--- src/rtl/alu_ctrl_pkg.sv ---
// Shared constants for the ALU-control stage: opcodes, ALU operation codes, FSM states.
package alu_ctrl_pkg;

  localparam logic [6:0] OPC_R      = 7'b0110011;
  localparam logic [6:0] OPC_I      = 7'b0010011;
  localparam logic [6:0] OPC_LOAD   = 7'b0000011;
  localparam logic [6:0] OPC_STORE  = 7'b0100011;
  localparam logic [6:0] OPC_JALR   = 7'b1100111;
  localparam logic [6:0] OPC_AUIPC  = 7'b0010111;
  localparam logic [6:0] OPC_LUI    = 7'b0110111;
  localparam logic [6:0] OPC_BRANCH = 7'b1100011;

  localparam logic [6:0] F7_BASE   = 7'b0000000;
  localparam logic [6:0] F7_ALT    = 7'b0100000;
  localparam logic [6:0] F7_MULDIV = 7'b0000001;

  localparam logic [3:0] ALU_ADD  = 4'b0000;
  localparam logic [3:0] ALU_SUB  = 4'b0001;
  localparam logic [3:0] ALU_AND  = 4'b0010;
  localparam logic [3:0] ALU_OR   = 4'b0011;
  localparam logic [3:0] ALU_XOR  = 4'b0100;
  localparam logic [3:0] ALU_SLT  = 4'b0101;
  localparam logic [3:0] ALU_SLTU = 4'b0110;
  localparam logic [3:0] ALU_SLL  = 4'b0111;
  localparam logic [3:0] ALU_SRL  = 4'b1000;
  localparam logic [3:0] ALU_SRA  = 4'b1001;

  // M ops are this base OR'd with funct3 (MUL 10000 .. REMU 10111).
  localparam logic [4:0] ALU_M_BASE = 5'b10000;

  typedef enum logic [1:0] {
    ST_IDLE = 2'b00,
    ST_HOLD = 2'b01,
    ST_BUSY = 2'b10
  } state_e;

endpackage

--- src/rtl/alu_ctrl_decode.sv ---
// Combinational opcode/funct3/funct7 -> ALU code decoder. RV32M_EN enables M-extension decode.
module alu_ctrl_decode
  import alu_ctrl_pkg::*;
#(
  parameter int CTRL_W = 5
) (
  input  logic [6:0]        opcode,
  input  logic [2:0]        funct3,
  input  logic [6:0]        funct7,
  output logic [CTRL_W-1:0] code_o,
  output logic              illegal_o,
  output logic              is_mul_o,
  output logic              is_div_o
);

  logic [3:0] base_s;
  logic       illegal_s;
  logic       is_m_s;

  // Decode table; illegal encodings keep the ADD code.
  always_comb begin
    base_s    = ALU_ADD;
    illegal_s = 1'b0;
    is_m_s    = 1'b0;
    case (opcode)
      OPC_R: begin
        case (funct7)
          F7_BASE: begin
            case (funct3)
              3'b000:  base_s = ALU_ADD;
              3'b001:  base_s = ALU_SLL;
              3'b010:  base_s = ALU_SLT;
              3'b011:  base_s = ALU_SLTU;
              3'b100:  base_s = ALU_XOR;
              3'b101:  base_s = ALU_SRL;
              3'b110:  base_s = ALU_OR;
              3'b111:  base_s = ALU_AND;
              default: base_s = ALU_ADD;
            endcase
          end
          F7_ALT: begin
            case (funct3)
              3'b000:  base_s = ALU_SUB;
              3'b101:  base_s = ALU_SRA;
              default: illegal_s = 1'b1;
            endcase
          end
`ifdef RV32M_EN
          F7_MULDIV: is_m_s = 1'b1;
`endif
          default: illegal_s = 1'b1;
        endcase
      end
      OPC_I: begin
        case (funct3)
          3'b000:  base_s = ALU_ADD;
          3'b010:  base_s = ALU_SLT;
          3'b011:  base_s = ALU_SLTU;
          3'b100:  base_s = ALU_XOR;
          3'b110:  base_s = ALU_OR;
          3'b111:  base_s = ALU_AND;
          3'b001: begin
            if (funct7 == F7_BASE) base_s = ALU_SLL;
            else                   illegal_s = 1'b1;
          end
          3'b101: begin
            if (funct7 == F7_BASE)     base_s = ALU_SRL;
            else if (funct7 == F7_ALT) base_s = ALU_SRA;
            else                       illegal_s = 1'b1;
          end
          default: illegal_s = 1'b1;
        endcase
      end
      OPC_LOAD, OPC_STORE, OPC_JALR, OPC_AUIPC, OPC_LUI: base_s = ALU_ADD;
      OPC_BRANCH: base_s = ALU_SUB;
      default:    illegal_s = 1'b1;
    endcase
  end

  // Final code selection; the M code is only reachable when the extension is built in.
  always_comb begin
    if (is_m_s) code_o = CTRL_W'(ALU_M_BASE | {2'b00, funct3});
    else        code_o = CTRL_W'(base_s);
  end

  assign illegal_o = illegal_s;
  assign is_mul_o  = is_m_s & ~funct3[2];
  assign is_div_o  = is_m_s &  funct3[2];

endmodule

--- src/rtl/alu_ctrl_pipe.sv ---
// Registered, handshaked ALU-control stage between ID and EX.
// RV32M_EN adds M-op decode and the multi-cycle BUSY state with its latency counter.
module alu_ctrl_pipe
  import alu_ctrl_pkg::*;
#(
  parameter int CTRL_W  = 5,
  parameter int MUL_LAT = 2,
  parameter int DIV_LAT = 32
) (
  input  logic              clk,
  input  logic              rst_n,
  input  logic              flush,
  input  logic              in_valid,
  output logic              in_ready,
  input  logic [6:0]        opcode,
  input  logic [2:0]        funct3,
  input  logic [6:0]        funct7,
  output logic              out_valid,
  input  logic              out_ready,
  output logic [CTRL_W-1:0] out_alu_ctrl,
  output logic              out_illegal,
  output logic              out_multicycle
);

  if (CTRL_W < 4) begin : g_chk_w
    $error("alu_ctrl_pipe: CTRL_W must be at least 4");
  end
  if (MUL_LAT < 1 || DIV_LAT < 1) begin : g_chk_lat
    $error("alu_ctrl_pipe: MUL_LAT and DIV_LAT must be at least 1");
  end

  logic [CTRL_W-1:0] dec_code_s;
  logic              dec_illegal_s;
  logic              is_mul_s;
  logic              is_div_s;

  alu_ctrl_decode #(.CTRL_W(CTRL_W)) u_decode (
    .opcode    (opcode),
    .funct3    (funct3),
    .funct7    (funct7),
    .code_o    (dec_code_s),
    .illegal_o (dec_illegal_s),
    .is_mul_o  (is_mul_s),
    .is_div_o  (is_div_s)
  );

  state_e            state_q, state_d;
  logic              out_valid_q;
  logic [CTRL_W-1:0] ctrl_q, ctrl_d;
  logic              illegal_q, illegal_d;
  logic              accept_s;

  assign in_ready = rst_n && !flush &&
                    ((state_q == ST_IDLE) || ((state_q == ST_HOLD) && out_ready));
  assign accept_s = in_valid && in_ready;

`ifdef RV32M_EN
  if (CTRL_W < 5) begin : g_chk_m
    $error("alu_ctrl_pipe: CTRL_W must be at least 5 with RV32M_EN");
  end

  localparam int MAX_LAT = (MUL_LAT > DIV_LAT) ? MUL_LAT : DIV_LAT;
  localparam int CNT_W   = $clog2(MAX_LAT + 1);

  logic [CNT_W-1:0] cnt_q, cnt_d;
  logic             multi_q, multi_d;
  logic [31:0]      lat_s;

  assign lat_s = is_mul_s ? 32'(MUL_LAT) : 32'(DIV_LAT);
`else
  logic unused_m_s;
  assign unused_m_s = is_mul_s | is_div_s;
`endif

  // Next-state, counter and output-register load logic; flush overrides everything.
  always_comb begin
    state_d   = state_q;
    ctrl_d    = ctrl_q;
    illegal_d = illegal_q;
`ifdef RV32M_EN
    cnt_d     = cnt_q;
    multi_d   = multi_q;
`endif
    if (flush) begin
      state_d = ST_IDLE;
`ifdef RV32M_EN
      cnt_d   = {CNT_W{1'b0}};
`endif
    end else if (accept_s) begin
      ctrl_d    = dec_code_s;
      illegal_d = dec_illegal_s;
      state_d   = ST_HOLD;
`ifdef RV32M_EN
      multi_d   = is_mul_s | is_div_s;
      if ((is_mul_s | is_div_s) && (lat_s > 32'd1)) begin
        state_d = ST_BUSY;
        cnt_d   = CNT_W'(lat_s - 32'd2);
      end else begin
        cnt_d   = {CNT_W{1'b0}};
      end
`endif
    end else begin
      case (state_q)
        ST_IDLE: state_d = ST_IDLE;
        ST_HOLD: begin
          if (out_ready) state_d = ST_IDLE;
          else           state_d = ST_HOLD;
        end
`ifdef RV32M_EN
        ST_BUSY: begin
          if (cnt_q == {CNT_W{1'b0}}) state_d = ST_HOLD;
          else                        cnt_d   = cnt_q - CNT_W'(1'b1);
        end
`endif
        default: state_d = ST_IDLE;
      endcase
    end
  end

  // State and output registers.
  always_ff @(posedge clk or negedge rst_n) begin
    if (!rst_n) begin
      state_q     <= ST_IDLE;
      out_valid_q <= 1'b0;
      ctrl_q      <= {CTRL_W{1'b0}};
      illegal_q   <= 1'b0;
    end else begin
      state_q     <= state_d;
      out_valid_q <= (state_d == ST_HOLD);
      ctrl_q      <= ctrl_d;
      illegal_q   <= illegal_d;
    end
  end

`ifdef RV32M_EN
  // Latency counter and multi-cycle flag.
  always_ff @(posedge clk or negedge rst_n) begin
    if (!rst_n) begin
      cnt_q   <= {CNT_W{1'b0}};
      multi_q <= 1'b0;
    end else begin
      cnt_q   <= cnt_d;
      multi_q <= multi_d;
    end
  end
  assign out_multicycle = multi_q;
`else
  assign out_multicycle = 1'b0;
`endif

  assign out_valid    = out_valid_q;
  assign out_alu_ctrl = ctrl_q;
  assign out_illegal  = illegal_q;

endmodule

--- config.mk ---
export PLATFORM = sky130hd
export DESIGN_NAME = alu_ctrl_pipe
export DESIGN_NICKNAME = d
export VERILOG_FILES = /design/src/rtl/alu_ctrl_pkg.sv /design/src/rtl/alu_ctrl_decode.sv /design/src/rtl/alu_ctrl_pipe.sv
export SDC_FILE = /design/constraint.sdc
export NUM_CORES = 1
export LEC_CHECK = 0
export BUFFER_PORTS_ARGS = -buffer_cell sky130_fd_sc_hd__buf_2
export CORE_MARGIN = 3
export CORE_UTILIZATION = 48
export CTS_CLUSTER_DIAMETER = 150
export DETAILED_ROUTE_END_ITERATION = 10
export PLACE_DENSITY = 0.87
export REMOVE_ABC_BUFFERS = 1
export SYNTH_ARGS = -nofsm -noshare
export SYNTH_HDL_FRONTEND = slang
export SYNTH_SLANG_ARGS = --single-unit
--- constraint.sdc ---
create_clock -name clk -period 4.15 [get_ports clk]
set_clock_uncertainty 0.1 [all_clocks]
set_input_delay 0.2075 -clock clk [delete_from_list [all_inputs] [get_ports clk]]
set_output_delay 0.2075 -clock clk [all_outputs]
set_load 0.05 [all_outputs]
; ---- Word-level counts from Yosys, hierarchy flattened
; Memories as Yosys holds them, arrays and structs flattened.
; Index checks and enable logic that the tools add are counted.
[op_classes]
addsub = 0
multipliers = 0
n_mux = 18
div = 0
eq_ne = 18
bitwise_logic = 1
order_cmp = 0
reduce_logical = 12
n_shift = 0
[op_table]
columns = operator, n
row1 = $pmux W4 S8, 1
row2 = $eq A7 B6 Y1 const B, 4
row3 = $pmux W4 S2, 2
row4 = $eq A7 B5 Y1 const B, 2
row5 = $eq A7 B7 Y1 const B, 2
row6 = $eq A3 B3 Y1 const B, 4
row7 = $pmux W4 S3, 1
row8 = $mux W1, 8
row9 = $mux W4, 2
row10 = $eq A7 B2 Y1 const B, 1
row11 = $logic_not A7 Y1, 1
row12 = $eq A3 B2 Y1 const B, 2
row13 = $reduce_or A6 Y1, 1
row14 = $eq A2 B1 Y1 const B, 2
row15 = $logic_and A1 B1 Y1, 4
row16 = $pmux W1 S2, 2
row17 = $eq A3 B1 Y1 const B, 1
row18 = $logic_not A3 Y1, 1
row19 = $mux W3, 1
row20 = $pmux W1 S3, 1
row21 = $logic_not A2 Y1, 1
row22 = $reduce_and A2 Y1, 1
row23 = $reduce_or A2 Y1, 1
row24 = $logic_not A1 Y1, 1
row25 = 2 further kinds, 2
[word_totals]
romBits = 32
latchBits = 0
ramBits = 0
out_inout_bits = 9
regBits = 8
n_memories = 1
[mem_list]
columns = memory, words, width, read_ports, rd_clocked_by_memory_dff, wr, line
row1 = (no name shown), 8, 4, 1, 0, 0, alu_ctrl_decode.sv:29  ; case (funct3)

; ---- Depth between registers and ports, before layout
[depth]
word_depth = 8
depth_mapped = 6
ltp_nobuf = 6

; ---- Hierarchy
; A second synthesis with hierarchy kept.
[unflattened]
hier_cells = 71
area_unflattened_um2 = 686.9
[by_module_without_submodules]
columns = module, instances, cells_per_inst, seq_area_each_um2, area_each_um2
row1 = alu_ctrl_decode, 1, 52, 0.0, 380.4
row2 = alu_ctrl_pipe, 1, 19, 175.2, 306.5

; ---- Worst setup path before layout
; Ideal clock, no wire load.
[synth_path]
path_type = reg2reg
start = register out_valid (netlist name)
end = register illegal_q, in the netlist out_illegal
setup_time_ns = 0.120
path_slack_ns = 2.553
arrival_time_ns = 1.377
stages_incl_launch_ff = 6
synth_period_minus_slack_ns = 1.597
n_path_buf = 1
path_cell_list = dfrtp_1 -> nand2b_1 -> and3_1 -> clkbuf_1 -> a31oi_1 -> a31o_2
[synth_rtl]
columns = element, line
row1 = to (signal assigned), alu_ctrl_pipe.sv:131  ; illegal_q <= illegal_d;
row2 = to (decl), alu_ctrl_pipe.sv:50  ; logic illegal_q, illegal_d;

; ---- Final worst setup path
[layout_path]
start = input port rst_n
end = output port in_ready
[layout_between]
elab_chain_cells = 2
[layout_rtl]
columns = element, line
row1 = from (decl), alu_ctrl_pipe.sv:11  ; input logic rst_n,
row2 = $logic_and A1 B1 Y1 (2 in a row), alu_ctrl_pipe.sv:53  ; assign in_ready = rst_n && !flush &&
row3 = to (decl), alu_ctrl_pipe.sv:14  ; output logic in_ready,
; Every way passes these cells.

==> flow_summary.json <==
{
  "status": "finished, final reports clean",
  "numCtsBuffers": 3,
  "die_h_um": 43.3,
  "fin_tns_setup_ns": 0,
  "p_sw_w": 0.0000592,
  "layout_common_cells": "28 x buf_2, 9 x nand2_1, 7 x nor2_1, 6 x dfrtp_1",
  "drtAntennaViolNets": 0,
  "antenna_found_initial": 0,
  "setup_viol": 0,
  "core.rowCount": 12,
  "area_growth_pct": 24.9,
  "place_inst": 118,
  "grt_max_degree": 13,
  "first_pass_iters": 4,
  "root_buffer": "clkbuf_4",
  "numPortBuffers": 28,
  "maxCapViolCount": 0,
  "coreArea_um2": 1200,
  "cts_setup_buffers": 0,
  "drc": 0,
  "period_needed_ns": 1.92,
  "antenna_cells": 0,
  "seq_area_frac_synth_pct": 22.4,
  "start_util_pct": 55.7,
  "post_cts_resized": 0,
  "cp-start-kind": "input port",
  "p_clk_share_pct": 32.5,
  "p_int_w": 0.000115,
  "max_freq_mhz": 520,
  "yosys_warnings": 0,
  "grt_usage_pct": 20.5,
  "wl_mm": 1.80,
  "nets": 136,
  "clk_path_buf_depth": 2,
  "slew_viol_final": 0,
  "syn_area_um2": 669,
  "peakVddDrop_mv": 0.138,
  "ioPinCount": 31,
  "grt_pass1_wl_mm": 2.99,
  "clk_pin_slew_ns": 0.04,
  "cts_tree": "done",
  "wire_per_inst_um": 14.7,
  "cp_data_arrival_time_ns": 1.62,
  "p_leak_nw": 0.391,
  "die_w_um": 43.3,
  "worstPathMaxFanout": 7,
  "power_w": 0.000174,
  "drt_iter0_drc": 25,
  "swShare_pct": 34.0,
  "grt_pass1_vias": 707,
  "hold_buffers": 1,
  "gp_congestion": 0.852,
  "stdcell_count": 122,
  "avgSynthCellArea_um2": 8.37,
  "routed_via_density": 5.97,
  "yosys.cell_types.count": 35,
  "cp-end-kind": "output pin",
  "required_ns": 3.84,
  "clock_latency_ns": 0.25,
  "final_common_cell": "buf_2",
  "rsz0062_at_grt": "false",
  "critPathKind": "input port to output pin",
  "layout-drive-gt1-share_pct": 38.0,
  "powerDensity_nw_per_um2": 208,
  "overflow": 0,
  "dp_hpwl_mm": 1.44,
  "hold_violations": 0,
  "multi_input_area_um2": 488,
  "hold_path_class": "input port to flop",
  "power_frac_seq_pct": 34.8,
  "dieArea_um2": 1880,
  "vias": 728,
  "syn-instance-count": 80,
  "seq_area_um2": 150,
  "fillCellCount": 120,
  "min_period_over_period_pct": 46.3,
  "p_comb_share_pct": 32.6,
  "numClockSinks": 6,
  "htreeDepth": 1,
  "ys_ff_latch": 6
}
==> critical path, stage by stage <==
cell and delay (ns):
dlygate4sd3_1 0.54, buf_2 0.19, nor2b_1 0.27, and2_1 0.16, buf_2 0.25
==> logic make-up after synthesis <==
| kind of cell | after synthesis | share of synthesized area [%] |
|---|---|---|
| muxes | 3 | 6.36 |
| other | 1 | 0.560 |
| xor gates and xnor gates | 1 | 1.31 |
| and+or+nand+nor | 40 | 37.8 |
| DFF | 6 | 22.4 |
| adders and majority gates | 4 | 7.48 |
| buffers and inverters | 7 | 5.23 |
| AOI/OAI and AO/OA | 18 | 18.9 |
==> worst paths after layout <==
path	startpoint	end	slack (ns)	cells past startpoint
max reg2reg	out_valid$_DFF_PN0_	out_alu_ctrl[1]$_DFFE_PN0P_	2.73	4
min in group asynchronous	rst_n	out_alu_ctrl[3]$_DFFE_PN0P_	0.23	2
min reg2reg	out_alu_ctrl[3]$_DFFE_PN0P_	out_alu_ctrl[3]$_DFFE_PN0P_	0.38	2
max	rst_n	in_ready	2.23	5
max in group asynchronous	rst_n	out_valid$_DFF_PN0_	3.57	2
min	flush	out_valid$_DFF_PN0_	0.09	2
==> registers in the layout, indices dropped and copies added, names as in the netlist <==
signal and cells:
out_alu_ctrl 4, out_illegal 1, out_valid 1
==> power by group through the flow <==
stage	clock, W	sequential, W	combinational, W
after floorplan	0	0.0000657	0.0000282
after global placement	0	0.0000612	0.0000535
after detailed placement	0	0.0000614	0.0000553
after CTS	0.0000570	0.0000605	0.0000564
after global routing	0.0000617	0.0000606	0.0000618
final	0.0000566	0.0000605	0.0000568
==> layout make-up <==
cell class                 count  share of cell area, %
multi-input combinational     68                   58.4
sequential                     6                   18.0
timing repair buffer          29                   18.0
clock buffer                   3                   2.69
tap                           14                   2.10
inverter                       2                  0.898
==> stage by stage <==
stage	utilization, %	area [um2]	hold WS (ns)	setup slack [ns]
2_1_floorplan	-	646	-0.188	2.62
3_3_place_gp	66.9	803	-0.0646	2.40
3_5_place_dp	66.9	803	-0.0607	2.34
4_1_cts	69.6	836	0.0870	2.24
5_1_grt	69.6	836	0.0964	2.09
6_report	69.6	836	0.0903	2.23
==> Yosys cell counts, drive strengths merged <==
cell / instances / area (um2)
a31oi: 3 / 18.8
ha: 4 / 50.1
xor2: 1 / 8.76
or2: 2 / 12.5
buf: 3 / 20.0
and3: 1 / 6.26
inv: 2 / 7.51
nor4: 2 / 27.5
nand2b: 2 / 12.5
mux4: 1 / 22.5
conb: 1 / 3.75
nor3: 2 / 10.0
clkbuf: 2 / 7.51
dfrtp: 6 / 150
or3b: 1 / 8.76
o21bai: 1 / 7.51
or4: 1 / 11.3
nand4: 4 / 25.0
nand3: 2 / 10.0
nor2: 7 / 26.3
nand2: 9 / 33.8
a21oi: 3 / 15.0
nand4bb: 1 / 27.5
mux2i: 2 / 20.0
a211oi: 2 / 15.0
nor2b: 2 / 12.5
o21ai: 4 / 20.0
and2: 1 / 6.26
nand3b: 3 / 22.5
o211ai: 3 / 32.5
a32oi: 1 / 8.76
a31o: 1 / 8.76
==> per-layer routing <==
layer | wire length [um] | vias to the layer above | global-route usage, %
li1 | - | 349 | -
met1 | 683 | 330 | 23.2
met2 | 950 | 45 | 38.3
met3 | 142 | 4 | 4.56
met4 | 20 | 0 | 5.42
met5 | 0 | - | 0
No activity file was read; power rests on OpenSTA's default activity.
